$ cat src/rtl/mem_stage_ctrl_pkg.sv
// mem_stage_ctrl_pkg: shared state encoding, alignment mask and width defaults
package mem_stage_ctrl_pkg;
   localparam int DBITS_DEF = 32;
   localparam int REG_INDEX_BIT_WIDTH_DEF = 4;
   localparam logic [1:0] ALIGN_MASK = 2'b11;
   typedef enum logic [1:0] {IDLE = 2'd0, WAIT = 2'd1, DONE = 2'd2} state_t;
endpackage

$ cat src/rtl/mem_stage_ctrl_if.sv
// mem_stage_ctrl_if: req/ack data-memory port between the memory stage and memory
interface mem_stage_ctrl_if import mem_stage_ctrl_pkg::*; #(parameter int DBITS = DBITS_DEF) ();
   logic             mem_req;
   logic             mem_we;
   logic [DBITS-1:0] mem_addr;
   logic [DBITS-1:0] mem_wdata;
   logic [DBITS-1:0] mem_rdata;
   logic             mem_ack;
   modport master (output mem_req, mem_we, mem_addr, mem_wdata, input mem_rdata, mem_ack);
   modport slave (input mem_req, mem_we, mem_addr, mem_wdata, output mem_rdata, mem_ack);
endinterface

$ cat src/rtl/Register.sv
// Register: enabled register with synchronous active-low reset
module Register #(
   parameter int WIDTH = 32,
   parameter logic [WIDTH-1:0] RESET_VALUE = '0
) (
   input  logic             clk,
   input  logic             reset,
   input  logic             wrt_en,
   input  logic [WIDTH-1:0] data_in,
   output logic [WIDTH-1:0] data_out
);
   logic [WIDTH-1:0] data_q, data_d;
   always_comb data_d = wrt_en ? data_in : data_q;
   always_ff @(posedge clk) data_q <= !reset ? RESET_VALUE : data_d;
   assign data_out = data_q;
endmodule

$ cat src/rtl/mem_stage_ctrl_timeout.sv
// mem_timeout_counter: counts ack-wait cycles and flags the last allowed one
module mem_timeout_counter #(
   parameter int TIMEOUT = 16,
   parameter int TO_BITS = 5
) (
   input  logic clk,
   input  logic reset,
   input  logic clr,
   input  logic en,
   output logic expired
);
   logic [TO_BITS-1:0] cnt_q, cnt_d;
   always_comb cnt_d = clr ? '0 : en ? cnt_q + TO_BITS'(1) : cnt_q;
   always_ff @(posedge clk) cnt_q <= !reset ? '0 : cnt_d;
   assign expired = cnt_q == TO_BITS'(TIMEOUT - 1);
endmodule

$ cat src/rtl/mem_stage_ctrl.sv
// mem_stage_ctrl: EX/MEM consumer that performs load/store and produces the MEM/WB payload
module mem_stage_ctrl import mem_stage_ctrl_pkg::*; #(
   parameter int DBITS = DBITS_DEF,
   parameter int REG_INDEX_BIT_WIDTH = REG_INDEX_BIT_WIDTH_DEF,
   parameter int TIMEOUT = 16,
   parameter int TO_BITS = 5
) (
   input  logic                           clk,
   input  logic                           reset,
   input  logic [DBITS-1:0]               EX_intermediateResult,
   input  logic [DBITS-1:0]               EX_regData2,
   input  logic [REG_INDEX_BIT_WIDTH-1:0] EX_rd,
   input  logic                           EX_ME_mux_sel,
   input  logic                           EX_wrReg,
   input  logic                           EX_wrMem,
   output logic                           ex_wrt_en,
   mem_stage_ctrl_if.master               mem,
   output logic [DBITS-1:0]               WB_data,
   output logic [REG_INDEX_BIT_WIDTH-1:0] WB_rd,
   output logic                           WB_wrReg,
   output logic                           mem_err
);
   state_t state_q, state_d;
   logic req_q, req_d, we_q, we_d, err_q, err_d, abort_q, abort_d;
   logic [DBITS-1:0] addr_q, addr_d, wdata_q, wdata_d, ld_buf_q, ld_buf_d, wb_data_d;
   logic wb_wrreg_d, mem_op, misaligned, go, expired, cnt_en;
   assign mem_op = EX_wrMem | (EX_ME_mux_sel & EX_wrReg);
   assign misaligned = |(EX_intermediateResult[1:0] & ALIGN_MASK);
   assign go = (state_q == IDLE) & mem_op & ~misaligned;
   always_comb begin
      state_d = state_q;
      req_d = req_q;
      we_d = we_q;
      addr_d = addr_q;
      wdata_d = wdata_q;
      ld_buf_d = ld_buf_q;
      err_d = err_q;
      abort_d = abort_q;
      cnt_en = 1'b0;
      ex_wrt_en = 1'b1;
      wb_data_d = EX_intermediateResult;
      wb_wrreg_d = 1'b0;
      case (state_q)
         IDLE: begin
            ex_wrt_en = ~go;
            wb_wrreg_d = EX_wrReg & ~mem_op;
            err_d = err_q | (mem_op & misaligned);
            if (go) begin
               state_d = WAIT;
               req_d = 1'b1;
               we_d = EX_wrMem;
               addr_d = EX_intermediateResult;
               wdata_d = EX_regData2;
               abort_d = 1'b0;
            end
         end
         WAIT: begin
            ex_wrt_en = 1'b0;
            if (mem.mem_ack) begin
               req_d = 1'b0;
               ld_buf_d = mem.mem_rdata;
               state_d = DONE;
            end else if (expired) begin
               req_d = 1'b0;
               err_d = 1'b1;
               abort_d = 1'b1;
               state_d = DONE;
            end else cnt_en = 1'b1;
         end
         DONE: begin
            state_d = IDLE;
            wb_data_d = (EX_ME_mux_sel & ~EX_wrMem) ? ld_buf_q : EX_intermediateResult;
            wb_wrreg_d = EX_wrReg & ~EX_wrMem & ~abort_q;
         end
         default: state_d = IDLE;
      endcase
   end
   always_ff @(posedge clk) begin
      if (!reset) begin
         state_q <= IDLE;
         req_q <= 1'b0;
         we_q <= 1'b0;
         addr_q <= '0;
         wdata_q <= '0;
         ld_buf_q <= '0;
         err_q <= 1'b0;
         abort_q <= 1'b0;
      end else begin
         state_q <= state_d;
         req_q <= req_d;
         we_q <= we_d;
         addr_q <= addr_d;
         wdata_q <= wdata_d;
         ld_buf_q <= ld_buf_d;
         err_q <= err_d;
         abort_q <= abort_d;
      end
   end
   mem_timeout_counter #(.TIMEOUT(TIMEOUT), .TO_BITS(TO_BITS)) u_to (
      .clk(clk), .reset(reset), .clr(go), .en(cnt_en), .expired(expired)
   );
   Register #(.WIDTH(DBITS)) u_wb_data (
      .clk(clk), .reset(reset), .wrt_en(1'b1), .data_in(wb_data_d), .data_out(WB_data)
   );
   Register #(.WIDTH(REG_INDEX_BIT_WIDTH)) u_wb_rd (
      .clk(clk), .reset(reset), .wrt_en(1'b1), .data_in(EX_rd), .data_out(WB_rd)
   );
   Register #(.WIDTH(1)) u_wb_wr (
      .clk(clk), .reset(reset), .wrt_en(1'b1), .data_in(wb_wrreg_d), .data_out(WB_wrReg)
   );
   assign mem.mem_req = req_q;
   assign mem.mem_we = we_q;
   assign mem.mem_addr = addr_q;
   assign mem.mem_wdata = wdata_q;
   assign mem_err = err_q;
endmodule

$ cat src/flat_wrapper.sv
// flat-port wrapper written by rule: the top's interface ports become plain ports
module mem_stage_ctrl_flat import mem_stage_ctrl_pkg::*;
#(
   parameter int DBITS = DBITS_DEF,
   parameter int REG_INDEX_BIT_WIDTH = REG_INDEX_BIT_WIDTH_DEF,
   parameter int TIMEOUT = 16,
   parameter int TO_BITS = 5
)
  (clk, reset, EX_intermediateResult, EX_regData2, EX_rd, EX_ME_mux_sel, EX_wrReg, EX_wrMem, ex_wrt_en, WB_data, WB_rd, WB_wrReg, mem_err, mem_mem_req, mem_mem_we, mem_mem_addr, mem_mem_wdata, mem_mem_rdata, mem_mem_ack);
  mem_stage_ctrl_if #(.DBITS(DBITS)) mem_i ();
  input  logic clk;
  input  logic reset;
  input  logic [DBITS-1:0] EX_intermediateResult;
  input  logic [DBITS-1:0] EX_regData2;
  input  logic [REG_INDEX_BIT_WIDTH-1:0] EX_rd;
  input  logic EX_ME_mux_sel;
  input  logic EX_wrReg;
  input  logic EX_wrMem;
  output logic ex_wrt_en;
  output logic [DBITS-1:0] WB_data;
  output logic [REG_INDEX_BIT_WIDTH-1:0] WB_rd;
  output logic WB_wrReg;
  output logic mem_err;
  output wire logic [$bits(mem_i.mem_req)-1:0] mem_mem_req;
  output wire logic [$bits(mem_i.mem_we)-1:0] mem_mem_we;
  output wire logic [$bits(mem_i.mem_addr)-1:0] mem_mem_addr;
  output wire logic [$bits(mem_i.mem_wdata)-1:0] mem_mem_wdata;
  input wire logic [$bits(mem_i.mem_rdata)-1:0] mem_mem_rdata;
  input wire logic [$bits(mem_i.mem_ack)-1:0] mem_mem_ack;
  assign mem_mem_req = mem_i.mem_req;
  assign mem_mem_we = mem_i.mem_we;
  assign mem_mem_addr = mem_i.mem_addr;
  assign mem_mem_wdata = mem_i.mem_wdata;
  assign mem_i.mem_rdata = mem_mem_rdata;
  assign mem_i.mem_ack = mem_mem_ack;
  mem_stage_ctrl #(.DBITS(DBITS), .REG_INDEX_BIT_WIDTH(REG_INDEX_BIT_WIDTH), .TIMEOUT(TIMEOUT), .TO_BITS(TO_BITS)) u_core (.clk(clk), .reset(reset), .EX_intermediateResult(EX_intermediateResult), .EX_regData2(EX_regData2), .EX_rd(EX_rd), .EX_ME_mux_sel(EX_ME_mux_sel), .EX_wrReg(EX_wrReg), .EX_wrMem(EX_wrMem), .ex_wrt_en(ex_wrt_en), .mem(mem_i), .WB_data(WB_data), .WB_rd(WB_rd), .WB_wrReg(WB_wrReg), .mem_err(mem_err));
endmodule
$ cat config.mk
export PLATFORM = sky130hd
export DESIGN_NAME = mem_stage_ctrl_flat
export DESIGN_NICKNAME = d
export VERILOG_FILES = /design/src/rtl/mem_stage_ctrl_pkg.sv /design/src/rtl/mem_stage_ctrl_if.sv /design/src/rtl/Register.sv /design/src/rtl/mem_stage_ctrl_timeout.sv /design/src/rtl/mem_stage_ctrl.sv /design/src/flat_wrapper.sv
export SDC_FILE = /design/constraint.sdc
export NUM_CORES = 1
export LEC_CHECK = 0
export CAP_MARGIN = 20
export CORE_ASPECT_RATIO = 2
export CORE_UTILIZATION = 40
export CTS_BUF_LIST = sky130_fd_sc_hd__clkbuf_16
export CTS_CLUSTER_DIAMETER = 30
export CTS_CLUSTER_SIZE = 14
export DETAILED_ROUTE_END_ITERATION = 12
export MAX_ROUTING_LAYER = met4
export PLACE_DENSITY_LB_ADDON = 0.15
export RECOVER_POWER = 25
export SLEW_MARGIN = 30
export SYNTH_ARGS = -nofsm -noshare
export SYNTH_HDL_FRONTEND = slang
export SYNTH_SLANG_ARGS = --single-unit
$ cat constraint.sdc
create_clock -name clk -period 1.9 [get_ports clk]
set_input_delay 0.19 -clock clk [delete_from_list [all_inputs] [get_ports clk]]
set_output_delay 0.19 -clock clk [all_outputs]
set_load 0.01 [all_outputs]
==> impl_metrics.csv <==
group,metric,value,unit
floorplan,die_height,170,um
drt,routed_wl,17600,um
grt,grt_max_degree,66,
setup_path,crit_path_frequent_cell,"ha_4",
grt,grt_pass1_vias,5404,
drt,drtPass1Iterations,4,
logic_synthesis,ys_ff_latch,144,
grt,antenna_found_initial,2,
timing,max_slew_margin,0.526,
power,p_leak,3.09,nW
status,status,"complete, no violations",
logic_synthesis,ys_seq_area_frac,0.511,
timing,rsz0062_at_grt,"true",
cts,cts_root_buf,"clkbuf_16",
cts,h-tree-depth,4,
timing,hold_violations,0,
setup_path,critPathBufInv,0,
logic_synthesis,synthTopCellsByCount,"dfxtp_1 (144), nand2_1 (133), a21boi_0 (96), o21ai_0 (67), nand3_1 (64)",
timing,period_needed,1.90,ns
cells_and_area,layout-drive-gt1-share,0.0882,
grt,grt_pass1_wl,27500,um
cells_and_area,nFillCells,1195,
placed_design,place_inst,1004,
cts,cts_buffers,17,
hold_path,hp-class,"in -> reg",
setup_path,startpoint_type,"flop",
drt,vias,5313,
drt,avgViaCountPerCell,5.10,
flow_run,max_cap_violations,0,
power,fin_total_pwr,7.27,mW
cells_and_area,finish.net_count,945,
setup_path,cpLargestDelayFamily,"simple AND/OR/NAND/NOR gates",
power,p_per_area,845,mW/mm^2
logic_synthesis,yosysMostFrequentCell,"dfxtp_1",
logic_synthesis,synthCells,640,
cts,clockBufferDepth,2,
timing,setup_slack,0.00283,ns
timing,drv_slew,0,
timing,fin_setup_tns,0,ns
logic_synthesis,synth_edf_count,0,
logic_synthesis,synth_cell_types,37,
grt,overflow,0,
setup_path,path_max_fanout,5,
logic_synthesis,synth_top_cells_by_area,"dfxtp_1 (51%), a21boi_0 (13%), nand2_1 (8.9%)",
logic_synthesis,synth_top_area_frac,0.511,
placed_design,place_congestion,0.803,
setup_path,worstPathArrival,2.24,ns
placed_design,place_ws,-0.0836,ns
logic_synthesis,yosysTopAreaCell,"dfxtp_1",
floorplan,dieArea,0.0146,sq mm
placed_design,port_buffers,210,
setup_path,crit_chain,"ha_4 -> and3_4 -> ha_4 -> or4b_4 -> or3_1 -> a21oi_2",
setup_path,slowest_delay,0.50,ns
grt,gr-usage-all-layers,0.254,
logic_synthesis,syn_area,0.00564,sq mm
drt,wl_per_cell,16.9,um
floorplan,fp.dieW,86.0,um
setup_path,cp_slowest_cell,"or4b_4",
timing,fin_skew,0.00873,ns
drt,drt_iter0_drc,241,
timing,fin_crit_sh,0.999,
cts,cts_tree,"done",
cells_and_area,multi_input_area,0.00251,sq mm
setup_path,critical_path_class,"reg -> reg",
floorplan,rows,61,
drt,drc,0,
floorplan,core,0.0138,sq mm
floorplan,io_pins,211,
logic_synthesis,synth_warnings,0,
setup_path,required,2.25,ns
timing,hold_ws,0.269,ns
power,ir_worst_vdd,641,uV
cells_and_area,fin_cells,1041,
logic_synthesis,synth.net_count,748,
timing,fmax,527,MHz
logic_synthesis,synthArstFlopShare,0,
timing,setup_viol,0,
timing,worst_pin_slew,0.711,ns
cells_and_area,ff_latch_area,0.00289,sq mm
logic_synthesis,post_synth.cell_area_avg,8.81,sq um
setup_path,critPathCaptureType,"flop",
cts,clk-insertion-delay-late,0.41,ns
cts,path_clk_slew,0.07,ns
placed_design,dp_hpwl,12200,um
logic_synthesis,ys.flop_type,"dfxtp_1",
drt,ant_nets,0,
floorplan,start_util,0.408,
cts,clock_sinks,144,
cells_and_area,syn_to_final_growth,52.7,%
==> kinds of logic after synthesis <==
group                      count (synthesis)  share of synthesized area
muxes                                      1                    0.00200
AOI/OAI and AO/OA                        209                      0.247
DFF                                      144                      0.511
buffers and inverters                     61                     0.0537
xor gates and xnor gates                   1                    0.00155
and+or+nand+nor                          222                      0.180
adders and majority gates                  2                    0.00444
==> worst register-to-register path: stages, from the launching register on <==
cell     delay, ns
dfxtp_2       0.34
ha_4          0.16
and3_4        0.18
ha_4          0.16
or4b_4        0.50
or3_1         0.38
a21oi_2       0.12
==> metal layers <==
layer  vias to the layer above  wire length (um)  GRT usage
met5                         -                 0          -
met4                         0               820      0.140
met3                        43               861     0.0504
met2                       185              9580      0.458
met1                      2502              6380      0.249
li1                       2583                 -          -
==> through the flow <==
step,instance area [sq um],utilization
floorplan,5640,-
global placement,8000,0.579
detailed placement,8000,0.579
CTS,8620,0.624
global route,8610,0.623
finish,8610,0.623
==> flip-flops by register name (all words and copies together) (netlist names), 2 cells and up <==
signal / flops
u_core.mem.mem_addr: 32
u_core.u_wb_data.data_out: 32
u_core.ld_buf_q: 32
u_core.state_q: 2
u_core.u_to.cnt_q: 5
u_core.mem.mem_wdata: 32
u_core.u_wb_rd.data_out: 4
==> cell type report <==
class                      instances  area share
sequential                       144       0.335
tap                              189      0.0275
multi-input combinational        435       0.291
antenna                            2    0.000581
timing repair buffer             237       0.280
clock inverter                    15      0.0157
clock buffer                      17      0.0494
inverter                           2    0.000872
==> layout by cell type, fill, tap and decap left out, types with 2 or more instances in the layout <==
cell type / synthesis / final
clkdlybuf4s50_1: 0 / 195
dfxtp_1: 144 / 142
nand2_1: 133 / 133
a21boi_0: 96 / 101
o21ai_0: 67 / 66
nand3_1: 64 / 64
a21boi_1: 34 / 29
buf_4: 4 / 18
clkbuf_16: 0 / 17
dlygate4sd3_1: 0 / 13
buf_12: 0 / 9
nor2_1: 5 / 4
inv_6: 0 / 4
inv_1: 2 / 3
and2_1: 4 / 3
clkinv_4: 0 / 3
diode_2: 0 / 2
o21bai_1: 2 / 2
and3_1: 3 / 2
or3_1: 2 / 2
a21oi_1: 4 / 2
ha_4: 0 / 2
clkinv_2: 0 / 2
clkinvlp_4: 0 / 2
clkbuf_2: 4 / 2
dfxtp_2: 0 / 2
==> path summary, 6_finish.rpt <==
check	start	endpoint	slack, ns	cells past startpoint
setup reg to reg	u_core.u_to.cnt_q[0]$_SDFFE_PP0P_	u_core.u_to.cnt_q[2]$_SDFFE_PP0P_	0.003	6
setup / recovery	u_core.u_to.cnt_q[0]$_SDFFE_PP0P_	u_core.u_to.cnt_q[2]$_SDFFE_PP0P_	0.003	6
hold / removal	reset	u_core.mem.mem_req$_SDFFE_PN0P_	0.27	2
hold reg to reg	u_core.ld_buf_q[20]$_SDFFE_PN0N_	u_core.u_wb_data.data_out[20]$_SDFF_PN0_	0.46	2
==> report_power, final <==
part	switching, mW	leakage [nW]	internal, mW
combinational	0.401	1.64	0.509
clock	1.36	0.275	1.82
sequential	0.0476	1.18	3.14
total	1.81	3.09	5.46
==> what timing repair did <==
item,CTS,global route
resized for setup,9,3
pin swaps,4,0
buffers inserted,3,0
endpoints found under the setup margin,3,4
hold buffers,0,0
Note: power is estimated with default switching activity, not from simulation.
